## src/rtl/interrupt_controller.sv

```systemverilog
// Four-source interrupt controller: two synchronised external inputs, two timer
// inputs, a small register bank and a req/ack/done handshake towards the CPU.
module interrupt_controller #(
    parameter int SYNC_STAGES = 2
) (
    input  logic        clk,
    input  logic        reset,
    input  logic        int_ext1,
    input  logic        int_ext2,
    input  logic        tim1_irq,
    input  logic        tim2_irq,
    input  logic [1:0]  bus_addr,
    input  logic [31:0] bus_wdata,
    input  logic        bus_we,
    input  logic        bus_re,
    output logic [31:0] bus_rdata,
    output logic        irq_req,
    output logic [1:0]  irq_cause,
    input  logic        irq_ack,
    input  logic        irq_done
);
    localparam int SN = (SYNC_STAGES < 2) ? 2 : SYNC_STAGES;

    typedef enum logic [1:0] {IDLE = 2'd0, REQUEST = 2'd1, SERVICE = 2'd2} state_t;

    function automatic logic [1:0] prio_enc(input logic [3:0] vec);
        logic [1:0] idx;
        if (vec[0])      idx = 2'd0;
        else if (vec[1]) idx = 2'd1;
        else if (vec[2]) idx = 2'd2;
        else             idx = 2'd3;
        return idx;
    endfunction

    state_t        state_q, state_d;
    logic [SN-1:0] sync1_q, sync1_d, sync2_q, sync2_d;
    logic [1:0]    hist_q, hist_d;
    logic [3:0]    en_q, en_d, pend_q, pend_d;
    logic          glob_q, glob_d;
    logic          req_q, req_d, insvc_q, insvc_d;
    logic [1:0]    cause_q, cause_d;
    logic [31:0]   rdata_q, rdata_d, rd_mux_s;
    logic [3:0]    set_s, elig_s, w1c_s, ack_clr_s;
    logic [1:0]    ext_rise_s;
    logic          unused_wdata_s;

    assign sync1_d        = {sync1_q[SN-2:0], int_ext1};
    assign sync2_d        = {sync2_q[SN-2:0], int_ext2};
    assign hist_d         = {sync2_q[SN-1], sync1_q[SN-1]};
    assign ext_rise_s     = {sync2_q[SN-1] & ~hist_q[1], sync1_q[SN-1] & ~hist_q[0]};
    assign set_s          = {tim2_irq, tim1_irq, ext_rise_s};
    assign elig_s         = pend_q & en_q & {4{glob_q}};
    assign unused_wdata_s = ^bus_wdata[31:4];

    assign bus_rdata = rdata_q;
    assign irq_req   = req_q;
    assign irq_cause = cause_q;

    // Handshake FSM: request, acknowledge/withdraw, service, return.
    always_comb begin
        state_d   = state_q;
        req_d     = req_q;
        cause_d   = cause_q;
        insvc_d   = insvc_q;
        ack_clr_s = 4'b0000;
        case (state_q)
            IDLE: begin
                if (|elig_s) begin
                    state_d = REQUEST;
                    req_d   = 1'b1;
                    cause_d = prio_enc(elig_s);
                end else begin
                    state_d = IDLE;
                    req_d   = 1'b0;
                end
            end
            REQUEST: begin
                if (irq_ack) begin
                    state_d   = SERVICE;
                    req_d     = 1'b0;
                    insvc_d   = 1'b1;
                    ack_clr_s = 4'b0001 << cause_q;
                end else if (!elig_s[cause_q]) begin
                    // The latched source lost eligibility: withdraw, keep PENDING.
                    state_d = IDLE;
                    req_d   = 1'b0;
                end else begin
                    state_d = REQUEST;
                end
            end
            SERVICE: begin
                if (irq_done) begin
                    state_d = IDLE;
                    insvc_d = 1'b0;
                end else begin
                    state_d = SERVICE;
                end
            end
            default: begin
                state_d = IDLE;
                req_d   = 1'b0;
                insvc_d = 1'b0;
            end
        endcase
    end

    // Read-data multiplexer; unused bits read as zero.
    always_comb begin
        case (bus_addr)
            2'd0:    rd_mux_s = {28'd0, en_q};
            2'd1:    rd_mux_s = {28'd0, pend_q};
            2'd2:    rd_mux_s = {27'd0, insvc_q, 2'b00, cause_q};
            2'd3:    rd_mux_s = {31'd0, glob_q};
            default: rd_mux_s = 32'd0;
        endcase
    end

    // Register writes, pending update (a set beats any clear) and read capture.
    always_comb begin
        en_d   = en_q;
        glob_d = glob_q;
        w1c_s  = 4'b0000;
        if (bus_we) begin
            case (bus_addr)
                2'd0:    en_d   = bus_wdata[3:0];
                2'd1:    w1c_s  = bus_wdata[3:0];
                2'd3:    glob_d = bus_wdata[0];
                default: en_d   = en_q;
            endcase
        end else begin
            en_d = en_q;
        end
        pend_d = (pend_q & ~(w1c_s | ack_clr_s)) | set_s;
        if (bus_re) begin
            rdata_d = rd_mux_s;
        end else begin
            rdata_d = rdata_q;
        end
    end

    // State registers with synchronous reset.
    always_ff @(posedge clk) begin
        if (reset) begin
            state_q <= IDLE;
            sync1_q <= {SN{1'b0}};
            sync2_q <= {SN{1'b0}};
            hist_q  <= 2'b00;
            en_q    <= 4'b0000;
            pend_q  <= 4'b0000;
            glob_q  <= 1'b0;
            req_q   <= 1'b0;
            cause_q <= 2'd0;
            insvc_q <= 1'b0;
            rdata_q <= 32'd0;
        end else begin
            state_q <= state_d;
            sync1_q <= sync1_d;
            sync2_q <= sync2_d;
            hist_q  <= hist_d;
            en_q    <= en_d;
            pend_q  <= pend_d;
            glob_q  <= glob_d;
            req_q   <= req_d;
            cause_q <= cause_d;
            insvc_q <= insvc_d;
            rdata_q <= rdata_d;
        end
    end
endmodule

```

## config.mk

```make
export PLATFORM = sky130hd
export DESIGN_NAME = interrupt_controller
export DESIGN_NICKNAME = d
export VERILOG_FILES = /design/src/rtl/interrupt_controller.sv
export SDC_FILE = /design/constraint.sdc
export NUM_CORES = 1
export LEC_CHECK = 0
export BUFFER_PORTS_ARGS = -buffer_cell sky130_fd_sc_hd__buf_2
export CORE_AREA = 2 2 62 64
export CTS_BUF_LIST = sky130_fd_sc_hd__clkbuf_16
export DETAILED_ROUTE_END_ITERATION = 8
export DIE_AREA = 0 0 64 66
export GPL_TIMING_DRIVEN = 0
export HOLD_SLACK_MARGIN = 0.05
export PLACE_DENSITY = 0.8
export SETUP_SLACK_MARGIN = 0.3
export SLEW_MARGIN = 20
export SYNTH_ARGS = -nofsm -noshare
export SYNTH_HDL_FRONTEND = slang
export SYNTH_SLANG_ARGS = --single-unit
```

## constraint.sdc

```tcl
create_clock -name clk -period 1.4 [get_ports clk]
set_input_delay 0.28 -clock clk [delete_from_list [all_inputs] [get_ports clk]]
set_output_delay 0.28 -clock clk [all_outputs]
set_load 0.01 [all_outputs]
```

==> results of run 1 <==
-- path summary, 6_finish.rpt --
path	startpoint	end	slack, ns	cells past startpoint
min reg2reg	sync2_q[0]	sync2_q[1]	0.44	1
min	int_ext2	sync2_q[0]	0.24	2
max	state_q[0]	state_q[0]	0.04	4
max reg2reg	state_q[0]	state_q[0]	0.04	4
-- per-stage QoR --
step           TNS (ns)  worst slack (ns)
2_1_floorplan         0             0.133
3_3_place_gp          0            0.0120
3_5_place_dp    -0.0314           -0.0184
4_1_cts               0            0.0630
5_1_grt         -0.0628           -0.0628
6_report              0            0.0373
-- timing repair --
item	CTS	global route
hold buffers	0	0
setup endpoints to repair	8	9
pin swaps	3	7
setup buffers	9	4
resized for setup	5	25
-- critical path, delay by kind of cell (launching register included) --
kind               cells  cell delay (ns)
and+or+nand+nor        2             0.49
AOI/OAI and AO/OA      2             0.43
DFF                    1             0.36
-- where the power goes --
group / total, mW / switching, mW / internal, mW
logic: 0.215 / 0.105 / 0.109
registers: 0.782 / 0.0222 / 0.760
clock network: 0.608 / 0.231 / 0.378
total: 1.60 / 0.358 / 1.25
-- layout by cell type, fill, tap and decap left out, types with 2 or more instances in the layout --
master / n
a31oi_1: 3
nand2_1: 7
nand3b_1: 3
or3b_4: 2
a21oi_1: 5
nand3_1: 5
inv_1: 3
buf_6: 8
nand2b_1: 2
buf_2: 19
a21o_1: 3
dfxtp_1: 22
clkbuf_1: 3
dfxtp_4: 2
a22o_1: 2
nor2b_1: 8
nand4_1: 2
a221oi_2: 2
nor3b_4: 2
conb_1: 27
a211oi_1: 2
nor2_1: 15
mux2i_1: 11
buf_4: 36
clkbuf_16: 3
dfxtp_2: 2
-- cell families (layout without fill, tap and decap cells) --
kind of cell           Yosys count  in the layout
DFF                             26             26
buffers and inverters           37             73
AOI/OAI and AO/OA               23             23
other                            1             27
and+or+nand+nor                 52             52
muxes                           12             12
-- sequential cells by signal, summed over array words and instances, names as in the netlist --
signal	flops
sync1_q	2
state_q	2
hist_q	2
irq_cause	2
en_q	4
sync2_q	2
pend_q	4
irq_req	1
insvc_q	1
bus_rdata	5
glob_q	1
-- final cells by class --
| cell class | instances | area share |
|---|---|---|
| Timing Repair Buffer | 33 | 0.115 |
| Sequential cell | 26 | 0.274 |
| Tap cell | 48 | 0.0310 |
| Clock buffer | 3 | 0.0388 |
| Multi-Input combinational cell | 114 | 0.402 |
| Buffer | 34 | 0.134 |
| Inverter | 3 | 0.00581 |
-- routing by layer --
metal  part of all wire  GRT usage  up-vias
met5                  0          0        -
met4              0.015     0.0489        0
met3              0.055     0.0358        7
met2               0.51      0.255       33
met1               0.42      0.154      530
li1                   -          -      593
==> flow_summary.toml, run 1 <==
[die]
core_region_area_sq_um = 3550
dieArea_sq_um = 4220
die_width_um = 64
pin_count = 79
initial_utilization = 0.381
rows = 22
die_y_um = 66

[synthesis]
synth_area_leaders = "dfxtp_1 38%, buf_4 15%, mux2i_1 8.1%"
syn_area_sq_um = 1350
ys_seq_elements = 26
synth-compound-area-share = 0.127
ys_async_sr_fraction = 0
synth_cells = 151
synth_top_family_by_area = "simple AND/OR/NAND/NOR gates"
synth-adder-area-share = 0
ys_types = 34
synth_top_cell_area_share = 0.385
synth_common_cells = "27 x buf_4, 26 x dfxtp_1, 16 x nor2_1"
synth_edf_count = 0
ys.warnings.count = 0
synth_top_area_cell = "dfxtp_1"
yosysMostFrequentCell = "buf_4"
synth.avg_cell_area_sq_um = 8.96
synth.yosys.seq_area_share = 0.385
synthFlopType = "dfxtp_1"
muxShareOfSynthArea = 0.0981
synth-simple-area-share = 0.208
synth_xor_area_frac = 0

[cts]
ctsRootBufferMaster = "clkbuf_16"
clockBufferDepth = 2
cts_tree = "done"
cts_inserted_buffers = 3
clkTransAtPathRegs_ns = 0.06
insertion_delay_ns = 0.26
cts.sinks = 26
cts_max_level = 1

[global_route]
grt_pass1_vias = 1068
grt_usage = 0.139
grt_pass1_wl_mm = 4.66
antenna_found_initial = 0
grt_max_degree = 14
grt.overflow.total = 0

[run]
cap_violations = 0

[drt]
wl_mm = 3.02
drc = 0
post_drt_wl_per_cell_um = 11.6
final_antenna_net_count = 0
vias = 1163
dr.pass1.iters = 4
drtIter0Drc = 56
post_drt_via_cell_ratio = 4.46

[critical_path]
critPathArrivalTime_ns = 1.53
cp_cell_sequence = "or3b_4 > a221oi_4 > nand2_1 > a221oi_2"
slowest_delay_ns = 0.39
crit_path_start_kind = "register"
worst-setup-path-type = "register to register"
required_ns = 1.56
worstSetupEndpointType = "register"
cp_slowest_cell = "or3b_4"
cp_max_fo = 4

[timing]
drv_slew = 0
period_minus_slack_ns = 1.36
rsz0062_at_grt = "true"
hold_violations = 0
setup_viol_count_final = 0
fmax_ghz = 0.734
period_share = 0.973
fin_skew_ns = 0.00357
max_slew_margin = 0.640
max_slew.worst_pin.slew_ns = 0.541
timing.hold.ws_ns = 0.238

[hold_path]
hp-class = "input port to register"

[final_layout]
stdcell_area_sq_um = 1940
diodes = 0
n_fill_cell = 328
seqCellArea_sq_um = 531
layout-drive-gt1-share = 0.408
stdcell_count = 261
syn_to_final_growth_pct = 43.2
nNetsFinal = 259
final_core_util = 0.545
multi_input_area_sq_um = 778

[power]
p_per_area_nw_per_um2 = 829
power_leakage_nw = 0.902
max-vdd-ir-drop_mv = 0.512
power_mw = 1.60

[place]
place.gp.congestion = 0.792
numPortBuffers = 20
placed_cell_area_sq_um = 1650
dp_hpwl_mm = 1.92
dp.cells = 245

[outcome]
status = "finished clean"
No activity file was read; power rests on OpenSTA's default activity.
==> run 2, diff against run 1 <==
--- a/config.mk
+++ b/config.mk
@@ -13,6 +13,7 @@
 export GPL_TIMING_DRIVEN = 0
 export HOLD_SLACK_MARGIN = 0.05
 export PLACE_DENSITY = 0.8
+export REMOVE_ABC_BUFFERS = 1
 export SETUP_SLACK_MARGIN = 0.3
 export SLEW_MARGIN = 20
 export SYNTH_ARGS = -nofsm -noshare
==> flow_summary.toml, run 2 (synthesis results as in run 1) <==
[outcome]
status = "finished clean"

[final_layout]
stdcell_area_sq_um = 1630
layout_common_cells = "27 x conb_1, 22 x buf_2, 21 x dfxtp_1"
seqCellArea_sq_um = 537
largest_reg_flops = 5
final_core_util = 0.460
layout_commonest_cell = "conb_1"
n_fill_cell = 342
multi_input_area_sq_um = 729
nNetsFinal = 227
layout-drive-gt1-share = 0.298
syn_to_final_growth_pct = 20.7
diodes = 0

[critical_path]
path_buf_inv = 0
slowest_delay_ns = 0.37
worstSetupStartpoint = "state_q[1]"
worstSetupEndpointType = "register"
crit_path_start_kind = "register"
worst-setup-path-type = "register to register"
crit_family = "simple AND/OR/NAND/NOR gates"
r2r-start = "state_q[1]"
required_ns = 1.57
path_common_cell = "a221oi_2"
critPathArrivalTime_ns = 1.50
cp_max_fo = 4
cp_cell_sequence = "or3b_4 > a221oi_2 > nand2_1 > a221oi_2"
cp_slowest_cell = "or3b_4"

[die]
die_y_um = 66
initial_utilization = 0.381
core_region_area_sq_um = 3550
pin_count = 79
rows = 22
dieArea_sq_um = 4220
die_width_um = 64

[global_route]
grt.overflow.total = 0
grt_usage = 0.129
grt_pass1_wl_mm = 4.28
grt_pass1_vias = 924
antenna_found_initial = 0
grt_max_degree = 27

[timing]
period_share = 0.951
fin_tns_setup_ns = 0
drv_slew = 0
fmax_ghz = 0.751
timing.hold.ws_ns = 0.226
setup_viol_count_final = 0
period_minus_slack_ns = 1.33
hold_violations = 0
rsz0062_at_grt = "true"
fin_skew_ns = 0.00445

[cts]
cts_inserted_buffers = 3
clockBufferDepth = 2
clkTransAtPathRegs_ns = 0.06
cts.sinks = 26
cts_max_level = 1
cts_hold_buf = 0
insertion_delay_ns = 0.26
cts_tree = "done"
ctsRootBufferMaster = "clkbuf_16"

[place]
dp_hpwl_mm = 1.79
place.gp.congestion = 0.786
placed_cell_area_sq_um = 1390
numPortBuffers = 23

[hold_path]
hp-class = "input port to register"
holdCritStartpoint = "tim2_irq"

[power]
power_mw = 1.54
p_per_area_nw_per_um2 = 946
power_leakage_nw = 0.730
max-vdd-ir-drop_mv = 0.675

[drt]
post_drt_wl_per_cell_um = 11.8
wl_mm = 2.69
drc = 0
vias = 1066
final_antenna_net_count = 0
post_drt_via_cell_ratio = 4.66
drtIter0Drc = 39
dr.pass1.iters = 4

[run]
cap_violations = 0
## run 2: changes by cell type in the layout (fill, tap and decap cells not counted), sizes merged
cell and delta:
buf -30, clkbuf -2
## run 2: tightest hold or removal path, delay by kind of cell
kind	cells	cell delay, ns
buffers and inverters	1	0.07
and+or+nand+nor	1	0.07
AOI/OAI and AO/OA	1	0.03
## run 2: what timing repair did
item                       4_1_cts  5_1_grt
pin swaps                        7       10
setup buffers                    6        6
resized for setup               15        8
setup endpoints to repair       11       15
## run 2: final timing paths
path | end | slack (ns) | depth (start not counted)
setup reg to reg | state_q[0] | 0.07 | 4
hold reg to reg | sync1_q[1] | 0.43 | 1
setup / recovery | state_q[0] | 0.07 | 4
hold / removal | pend_q[3] | 0.23 | 3
## run 2: cell type report
| class | count | share of cell area |
|---|---|---|
| flip-flops and latches | 26 | 0.329 |
| repair buffers | 35 | 0.135 |
| multi-input cells | 114 | 0.447 |
| well taps | 48 | 0.0368 |
| inverters | 3 | 0.00690 |
| clock buffers | 3 | 0.0460 |
## run 2: per-layer routing
layer | vias up | track usage | wire length [um]
met5 | - | 0 | 0
met3 | 2 | 0.0443 | 192
met1 | 489 | 0.158 | 1170
li1 | 530 | - | -
met4 | 0 | 0.0163 | 13
met2 | 45 | 0.225 | 1310
## run 2: through the flow
step           setup slack, ns  instances
6_report                0.0683        229
5_1_grt                0.00248        229
4_1_cts                 0.0543        223
3_5_place_dp            -0.133        214
3_3_place_gp           -0.0987        214
2_1_floorplan           0.0428        143
## run 2: power by group
group	internal, mW	switching (mW)
sequential	0.756	0.0203
combinational	0.0555	0.0900
clock	0.378	0.245
total	1.19	0.355
